$ cat src/rtl/ptp_bridge_pkg.sv
// Shared definitions for the DMA RX admission controller.
//   DMA_ID_WIDTH       : width of the destination DMA channel id
//   drop_ctrl_state_e  : per-packet admission FSM states
package ptp_bridge_pkg;

  localparam int DMA_ID_WIDTH = 3;

  typedef enum logic [1:0] {
    IDLE = 2'd0,
    PASS = 2'd1,
    DROP = 2'd2
  } drop_ctrl_state_e;

endpackage

$ cat src/rtl/dma_rx_sat_counter.sv
// Saturating event counter used for the per-channel status readback.
//   clk  : system clock
//   rst  : synchronous active-high reset, clears the count
//   inc  : count one event this cycle
//   cnt  : current count, sticks at all-ones instead of wrapping
module dma_rx_sat_counter #(
  parameter int CNT_WIDTH = 32
) (
  input  logic                 clk,
  input  logic                 rst,
  input  logic                 inc,
  output logic [CNT_WIDTH-1:0] cnt
);

  always_ff @(posedge clk) begin
    if (rst) begin
      cnt <= '0;
    end else if (inc && !(&cnt)) begin
      cnt <= cnt + CNT_WIDTH'(1);
    end
  end

endmodule

$ cat src/rtl/dma_rx_dmux_drop_ctrl.sv
// Per-packet admission controller in front of the DMA RX demux.
// At SOP the destination channel's (registered) queue fill level is compared
// against its CSR threshold; the packet is then either forwarded beat by beat
// with zero latency or sunk entirely, so a full queue never blocks the others.
// Ports:
//   clk, rst                   : clock, synchronous active-high reset
//   igr_valid/ready/data/sop/eop/dest : AVST ingress with channel id
//   egr_valid/ready/data/sop/eop/dest : AVST egress towards the demux
//   q_fill_lvl                 : per-channel queue occupancy
//   cfg_drop_en/threshold      : per-channel drop CSRs
//   stat_drop_cnt/pass_cnt     : per-channel packet counters
//   stat_bad_dest_cnt          : packets whose dest is out of range
module dma_rx_dmux_drop_ctrl
  import ptp_bridge_pkg::*;
#(
  parameter int NUM_DMA    = 3,
  parameter int DATA_WIDTH = 64,
  parameter int LVL_WIDTH  = 16,
  parameter int CNT_WIDTH  = 32
) (
  input  logic                         clk,
  input  logic                         rst,
  input  logic                         igr_valid,
  output logic                         igr_ready,
  input  logic [DATA_WIDTH-1:0]        igr_data,
  input  logic                         igr_sop,
  input  logic                         igr_eop,
  input  logic [DMA_ID_WIDTH-1:0]      igr_dest,
  output logic                         egr_valid,
  input  logic                         egr_ready,
  output logic [DATA_WIDTH-1:0]        egr_data,
  output logic                         egr_sop,
  output logic                         egr_eop,
  output logic [DMA_ID_WIDTH-1:0]      egr_dest,
  input  logic [NUM_DMA*LVL_WIDTH-1:0] q_fill_lvl,
  input  logic [NUM_DMA-1:0]           cfg_drop_en,
  input  logic [NUM_DMA*LVL_WIDTH-1:0] cfg_drop_threshold,
  output logic [NUM_DMA*CNT_WIDTH-1:0] stat_drop_cnt,
  output logic [NUM_DMA*CNT_WIDTH-1:0] stat_pass_cnt,
  output logic [CNT_WIDTH-1:0]         stat_bad_dest_cnt
);

  drop_ctrl_state_e              state_q, state_d;
  logic [NUM_DMA*LVL_WIDTH-1:0]  fill_r, thr_r;
  logic [NUM_DMA-1:0]            drop_en_r;
  logic [DMA_ID_WIDTH-1:0]       dest_q;
  logic                          dest_ok, over_thr, sop_drop, sop_take;
  logic [NUM_DMA-1:0]            pass_inc, drop_inc;
  logic                          bad_inc;

  // Stage p0: CSR / fill-level snapshot (one cycle of skew is tolerated)
  always_ff @(posedge clk) begin
    fill_r    <= q_fill_lvl;
    thr_r     <= cfg_drop_threshold;
    drop_en_r <= cfg_drop_en;
  end

  // Admission decision for the beat currently presented as SOP
  always_comb begin
    over_thr = 1'b0;
    for (int i = 0; i < NUM_DMA; i++) begin
      if (igr_dest == DMA_ID_WIDTH'(i)) begin
        over_thr = drop_en_r[i] &&
                   (fill_r[i*LVL_WIDTH +: LVL_WIDTH] >= thr_r[i*LVL_WIDTH +: LVL_WIDTH]);
      end
    end
  end

  assign dest_ok  = int'(igr_dest) < NUM_DMA;
  assign sop_drop = !dest_ok || over_thr;

  always_ff @(posedge clk) begin
    if (rst) state_q <= IDLE;
    else     state_q <= state_d;
  end

  always_comb begin
    state_d   = state_q;
    igr_ready = 1'b0;
    egr_valid = 1'b0;
    sop_take  = 1'b0;
    case (state_q)
      IDLE: begin
        if (igr_valid) begin
          if (igr_sop) begin
            // A forwarded SOP waits for egr_ready; the decision and the count
            // only become final once the beat is actually taken.
            if (sop_drop) begin
              igr_ready = 1'b1;
            end else begin
              igr_ready = egr_ready;
              egr_valid = 1'b1;
            end
            sop_take = igr_ready;
            if (sop_take && !igr_eop) state_d = sop_drop ? DROP : PASS;
          end else begin
            igr_ready = 1'b1;  // framing error: discard silently
          end
        end
      end
      PASS: begin
        if (igr_valid && igr_sop) begin
          state_d = IDLE;  // implicit EOP; SOP is re-evaluated from IDLE
        end else begin
          egr_valid = igr_valid;
          igr_ready = egr_ready;
          if (igr_valid && egr_ready && igr_eop) state_d = IDLE;
        end
      end
      DROP: begin
        if (igr_valid && igr_sop) begin
          state_d = IDLE;
        end else begin
          igr_ready = 1'b1;
          if (igr_valid && igr_eop) state_d = IDLE;
        end
      end
      default: state_d = IDLE;
    endcase
    if (rst) begin
      igr_ready = 1'b0;
      egr_valid = 1'b0;
      sop_take  = 1'b0;
    end
  end

  always_ff @(posedge clk) begin
    if (sop_take) dest_q <= igr_dest;
  end

  assign egr_data = igr_data;
  assign egr_sop  = igr_sop;
  assign egr_eop  = igr_eop;
  // The latch is only loaded as the SOP is taken, so the SOP beat itself
  // reports the live id.
  assign egr_dest = (state_q == IDLE) ? igr_dest : dest_q;

  always_comb begin
    for (int i = 0; i < NUM_DMA; i++) begin
      pass_inc[i] = sop_take && !sop_drop && (igr_dest == DMA_ID_WIDTH'(i));
      drop_inc[i] = sop_take && sop_drop && dest_ok && (igr_dest == DMA_ID_WIDTH'(i));
    end
    bad_inc = sop_take && !dest_ok;
  end

  for (genvar i = 0; i < NUM_DMA; i++) begin : g_ch
    dma_rx_sat_counter #(.CNT_WIDTH(CNT_WIDTH)) u_drop (
      .clk (clk),
      .rst (rst),
      .inc (drop_inc[i]),
      .cnt (stat_drop_cnt[i*CNT_WIDTH +: CNT_WIDTH])
    );
    dma_rx_sat_counter #(.CNT_WIDTH(CNT_WIDTH)) u_pass (
      .clk (clk),
      .rst (rst),
      .inc (pass_inc[i]),
      .cnt (stat_pass_cnt[i*CNT_WIDTH +: CNT_WIDTH])
    );
  end

  dma_rx_sat_counter #(.CNT_WIDTH(CNT_WIDTH)) u_bad (
    .clk (clk),
    .rst (rst),
    .inc (bad_inc),
    .cnt (stat_bad_dest_cnt)
  );

endmodule

$ cat config.mk
export PLATFORM = sky130hd
export DESIGN_NAME = dma_rx_dmux_drop_ctrl
export DESIGN_NICKNAME = d
export VERILOG_FILES = /design/src/rtl/ptp_bridge_pkg.sv /design/src/rtl/dma_rx_sat_counter.sv /design/src/rtl/dma_rx_dmux_drop_ctrl.sv
export SDC_FILE = /design/constraint.sdc
export NUM_CORES = 1
export LEC_CHECK = 0
export BUFFER_PORTS_ARGS = -buffer_cell sky130_fd_sc_hd__buf_2
export CAP_MARGIN = 10
export CELL_PAD_IN_SITES_DETAIL_PLACEMENT = 1
export CELL_PAD_IN_SITES_GLOBAL_PLACEMENT = 2
export CORE_ASPECT_RATIO = 0.9
export CORE_MARGIN = 2
export CORE_UTILIZATION = 32
export CTS_CLUSTER_DIAMETER = 50
export DETAILED_ROUTE_END_ITERATION = 12
export PLACE_DENSITY = 0.91
export SYNTH_ARGS = -nofsm -noshare
export SYNTH_HDL_FRONTEND = slang
export SYNTH_SLANG_ARGS = --single-unit
export TNS_END_PERCENT = 100
$ cat constraint.sdc
create_clock -name clk -period 7.7 [get_ports clk]
set_input_delay 0.385 -clock clk [delete_from_list [all_inputs] [get_ports clk]]
set_output_delay 0.385 -clock clk [all_outputs]
set_load 0.005 [all_outputs]
==> flow_metrics.env <==
export IMPL_status="complete, no violations"
export IMPL_tightest_slew_ns=1.09
export IMPL_dieArea_um2=48700
export IMPL_async_flop_share_pct=0
export IMPL_cpPeakStageDelay_ns=0.68
export IMPL_insertion_delay_ns=0.57
export IMPL_max_slew_margin_pct=26.5
export IMPL_critPathRequiredTime_ns=7.32
export IMPL_arrival_ns=3.97
export IMPL_multiInputGateArea_um2=7260
export IMPL_synthCells=1724
export IMPL_ys_top_cells_by_area="dfxtp_1, a21oi_1, ha_1, or3_1, buf_4"
export IMPL_yosys_warnings=0
export IMPL_hp_class="in -> reg"
export IMPL_cts_buffers=45
export IMPL_finalNetCount=2305
export IMPL_powerDensity_nw_per_um2=212
export IMPL_crit_type="reg -> out"
export IMPL_cp_num_cells=12
export IMPL_cts_resized=0
export IMPL_setup_tns_final_ns=0
export IMPL_root_buffer="clkbuf_16"
export IMPL_cts_clk_slew_worst_paths_ns=0.06
export IMPL_synth_edf_count=3
export IMPL_critPathBufInv=3
export IMPL_wl_per_cell_um=19.0
export IMPL_synthFlopType="dfxtp_1"
export IMPL_grt_busiest_layer="met2"
export IMPL_register_area_um2=6600
export IMPL_port_buffers=338
export IMPL_hold_viol=0
export IMPL_num_rows=75
export IMPL_grt_max_degree=117
export IMPL_drv_slew=0
export IMPL_area_growth_pct=28.2
export IMPL_ys_ff_latch=328
export IMPL_start_kind="flop"
export IMPL_place_ws_ns=3.79
export IMPL_die_h_um=210
export IMPL_setup_viol=0
export IMPL_p_leak_uw=0.00783
export IMPL_rsz0062_at_grt="no"
export IMPL_synth_cell_types=68
export IMPL_track_usage_pct=20.9
export IMPL_met1_usage_pct=24.8
export IMPL_die_x_um=232
export IMPL_ir_drop_mv=0.157
export IMPL_drc=0
export IMPL_ys_seq_area_share_pct=43.9
export IMPL_r2r_cells=10
export IMPL_grt_pass1_vias=15000
export IMPL_syn_nets=1951
export IMPL_crit_family="compound AO/OA/AOI/OAI gates"
export IMPL_fin_crit_ns=4.35
export IMPL_crit_path_top_delay_cell="a2111oi_0"
export IMPL_first_pass_iters=4
export IMPL_htreeDepth=2
export IMPL_antennaDiodeCount=0
export IMPL_avgSynthCellArea_um2=8.72
export IMPL_grtUsageMet3_pct=5.61
export IMPL_drt_initial_drc_count=618
export IMPL_hpwl_um=34800
export IMPL_cts_sinks=328
export IMPL_ant_nets=0
export IMPL_antenna_found_initial=0
export IMPL_gr_total_overflow=0
export IMPL_worstHoldPathCells=1
export IMPL_io_pins=467
export IMPL_grt_pass1_wl_um=81700
export IMPL_vias=14300
export IMPL_initial_core_util_pct=32.3
export IMPL_fin_skew_ns=0.0276
export IMPL_fmax_mhz=230
export IMPL_post_cts_buffers=0
export IMPL_fin_ws_ns=3.35
export IMPL_critPathCaptureType="primary output"
export IMPL_tritoncts="done"
export IMPL_synth_top_area_cell="dfxtp_1"
export IMPL_clock_path_buffers=3
export IMPL_final_layout_size_suffix_gt1_share_pct=22.2
export IMPL_layout_worst_path_cycle_share_pct=56.5
export IMPL_grtUsageMet2_pct=35.4
export IMPL_path_cells="inv_1, ha_1, nand2b_1, a2111oi_0, or4_1, o2111ai_1, o2bb2ai_1, buf_4, or3_1, o21ai_0, nand2_1, buf_2"
export IMPL_wirelength_um=51900
export IMPL_yosysTopAreaCellShare_pct=43.3
export IMPL_gp_congestion=0.811
export IMPL_cap_viol_max_count=0
export IMPL_syn_cell_area_um2=15000
export IMPL_routed_via_density=5.25
export IMPL_cp_max_fo=12
export IMPL_core_area_um2=46500
export IMPL_fillers=5472
-- synth_stat cells (8+ instances only) --
master / count
dfxtp_1: 325
a21oi_1: 146
nor2_1: 117
nand2_1: 104
nand3_1: 94
o21ai_0: 92
or3_1: 89
inv_1: 86
buf_4: 72
nand4_1: 61
ha_1: 55
clkbuf_1: 54
or4_1: 48
o31ai_1: 40
xor2_1: 40
and3_1: 36
xnor2_1: 26
nor3_1: 25
nor4_1: 21
nor2b_1: 20
and4_1: 18
and2_1: 16
o21ai_1: 16
mux2_2: 15
buf_2: 8
-- metal layers --
metal | part of all wire [%] | vias to the layer above
li1 | - | 6854
met1 | 42 | 7003
met2 | 48 | 361
met3 | 6.1 | 122
met4 | 3.9 | 0
met5 | 0 | -
-- cell type report --
cell class	instances	area share (%)
Clock buffer	54	6.45
Sequential cell	328	34.2
Timing Repair Buffer	449	14.4
Clock inverter	28	1.59
Inverter	86	1.67
Multi-Input combinational cell	1168	37.6
Tap cell	616	4.00
-- kinds of logic (layout without fill, tap and decap cells) --
logic type / Yosys count / in the layout / synth area share, %
AND/OR/NAND/NOR: 684 / 684 / 25.0
AO/OA/AOI/OAI: 342 / 342 / 13.3
flip-flops: 328 / 328 / 43.9
buffers and inverters: 228 / 617 / 7.87
XOR/XNOR: 66 / 66 / 3.85
adder cells (fa/ha/maj): 55 / 55 / 4.58
multiplexers: 21 / 21 / 1.52
-- worst reg2reg max path, stage by stage, from the launching register on --
cell and delay, ns:
dfxtp_1 0.34, inv_1 0.05, ha_1 0.31, a21oi_1 0.20
o21ai_0 0.14, a2111o_1 0.44, a21oi_1 0.30, o2111a_1 0.59
nand3_1 0.64, or4_1 0.68, a21oi_1 0.16
-- cell usage in the layout (no fill, tap or decap), drive strengths merged, types with 26 or more instances in the layout --
master       Yosys  final
a21oi          146    146
and3            36     36
buf             86    349
clkbuf          56     55
dfxtp          325    325
dlygate4sd3      0     99
ha              55     55
inv             86     93
nand2          104    104
nand3           95     95
nand4           62     62
nor2           118    118
nor3            26     26
o21ai          109    109
o31ai           42     42
or3             89     89
or4             51     51
xnor2           26     26
xor2            40     40
-- where the power goes --
| group | total (µW) | leakage [µW] | internal (µW) | switching, µW |
|---|---|---|---|---|
| clock network | 2160 | 0.000770 | 1310 | 858 |
| logic | 189 | 0.00437 | 89.4 | 100 |
| registers | 1740 | 0.00268 | 1730 | 12.1 |
-- state kept, by name, indices dropped and copies added (netlist names) --
| name | count |
|---|---|
| state_q | 2 |
| g_ch.u_pass.cnt | 96 |
| drop_en_r | 3 |
| dest_q | 3 |
| fill_r | 48 |
| thr_r | 48 |
| g_ch.u_drop.cnt | 96 |
| u_bad.cnt | 32 |
-- stage by stage --
stage               total power [µW]  hold slack [ns]  cell area, µm²  util (%)  cells
floorplan                       1880            0.413           15000         -   1724
finish                          4090           0.0920           19300      41.4   2729
CTS                             4140           0.0444           19300      41.4   2729
detailed placement              1920            0.485           16700      36.0   2548
global route                    4250           0.0746           19300      41.4   2729
global placement                1910            0.469           16700      36.0   2548
-- path summary, 6_finish.rpt --
| kind | slack [ns] | endpoint | start |
|---|---|---|---|
| worst max register to register | 3.75 | g_ch[2].u_pass.cnt[23] | thr_r[41] |
| worst min register to register | 0.50 | g_ch[1].u_drop.cnt[11] | g_ch[1].u_drop.cnt[11] |
| worst max-delay path | 3.35 | igr_ready | fill_r[0] |
| worst min-delay path | 0.09 | dest_q[1] | igr_dest[1] |
-- what timing repair did --
| action | in CTS | in global routing |
|---|---|---|
| setup endpoints to repair | 0 | 0 |
| hold buffers | 99 | 0 |
| hold endpoints to repair | 99 | 0 |
Power figures use the tool's default switching activity.
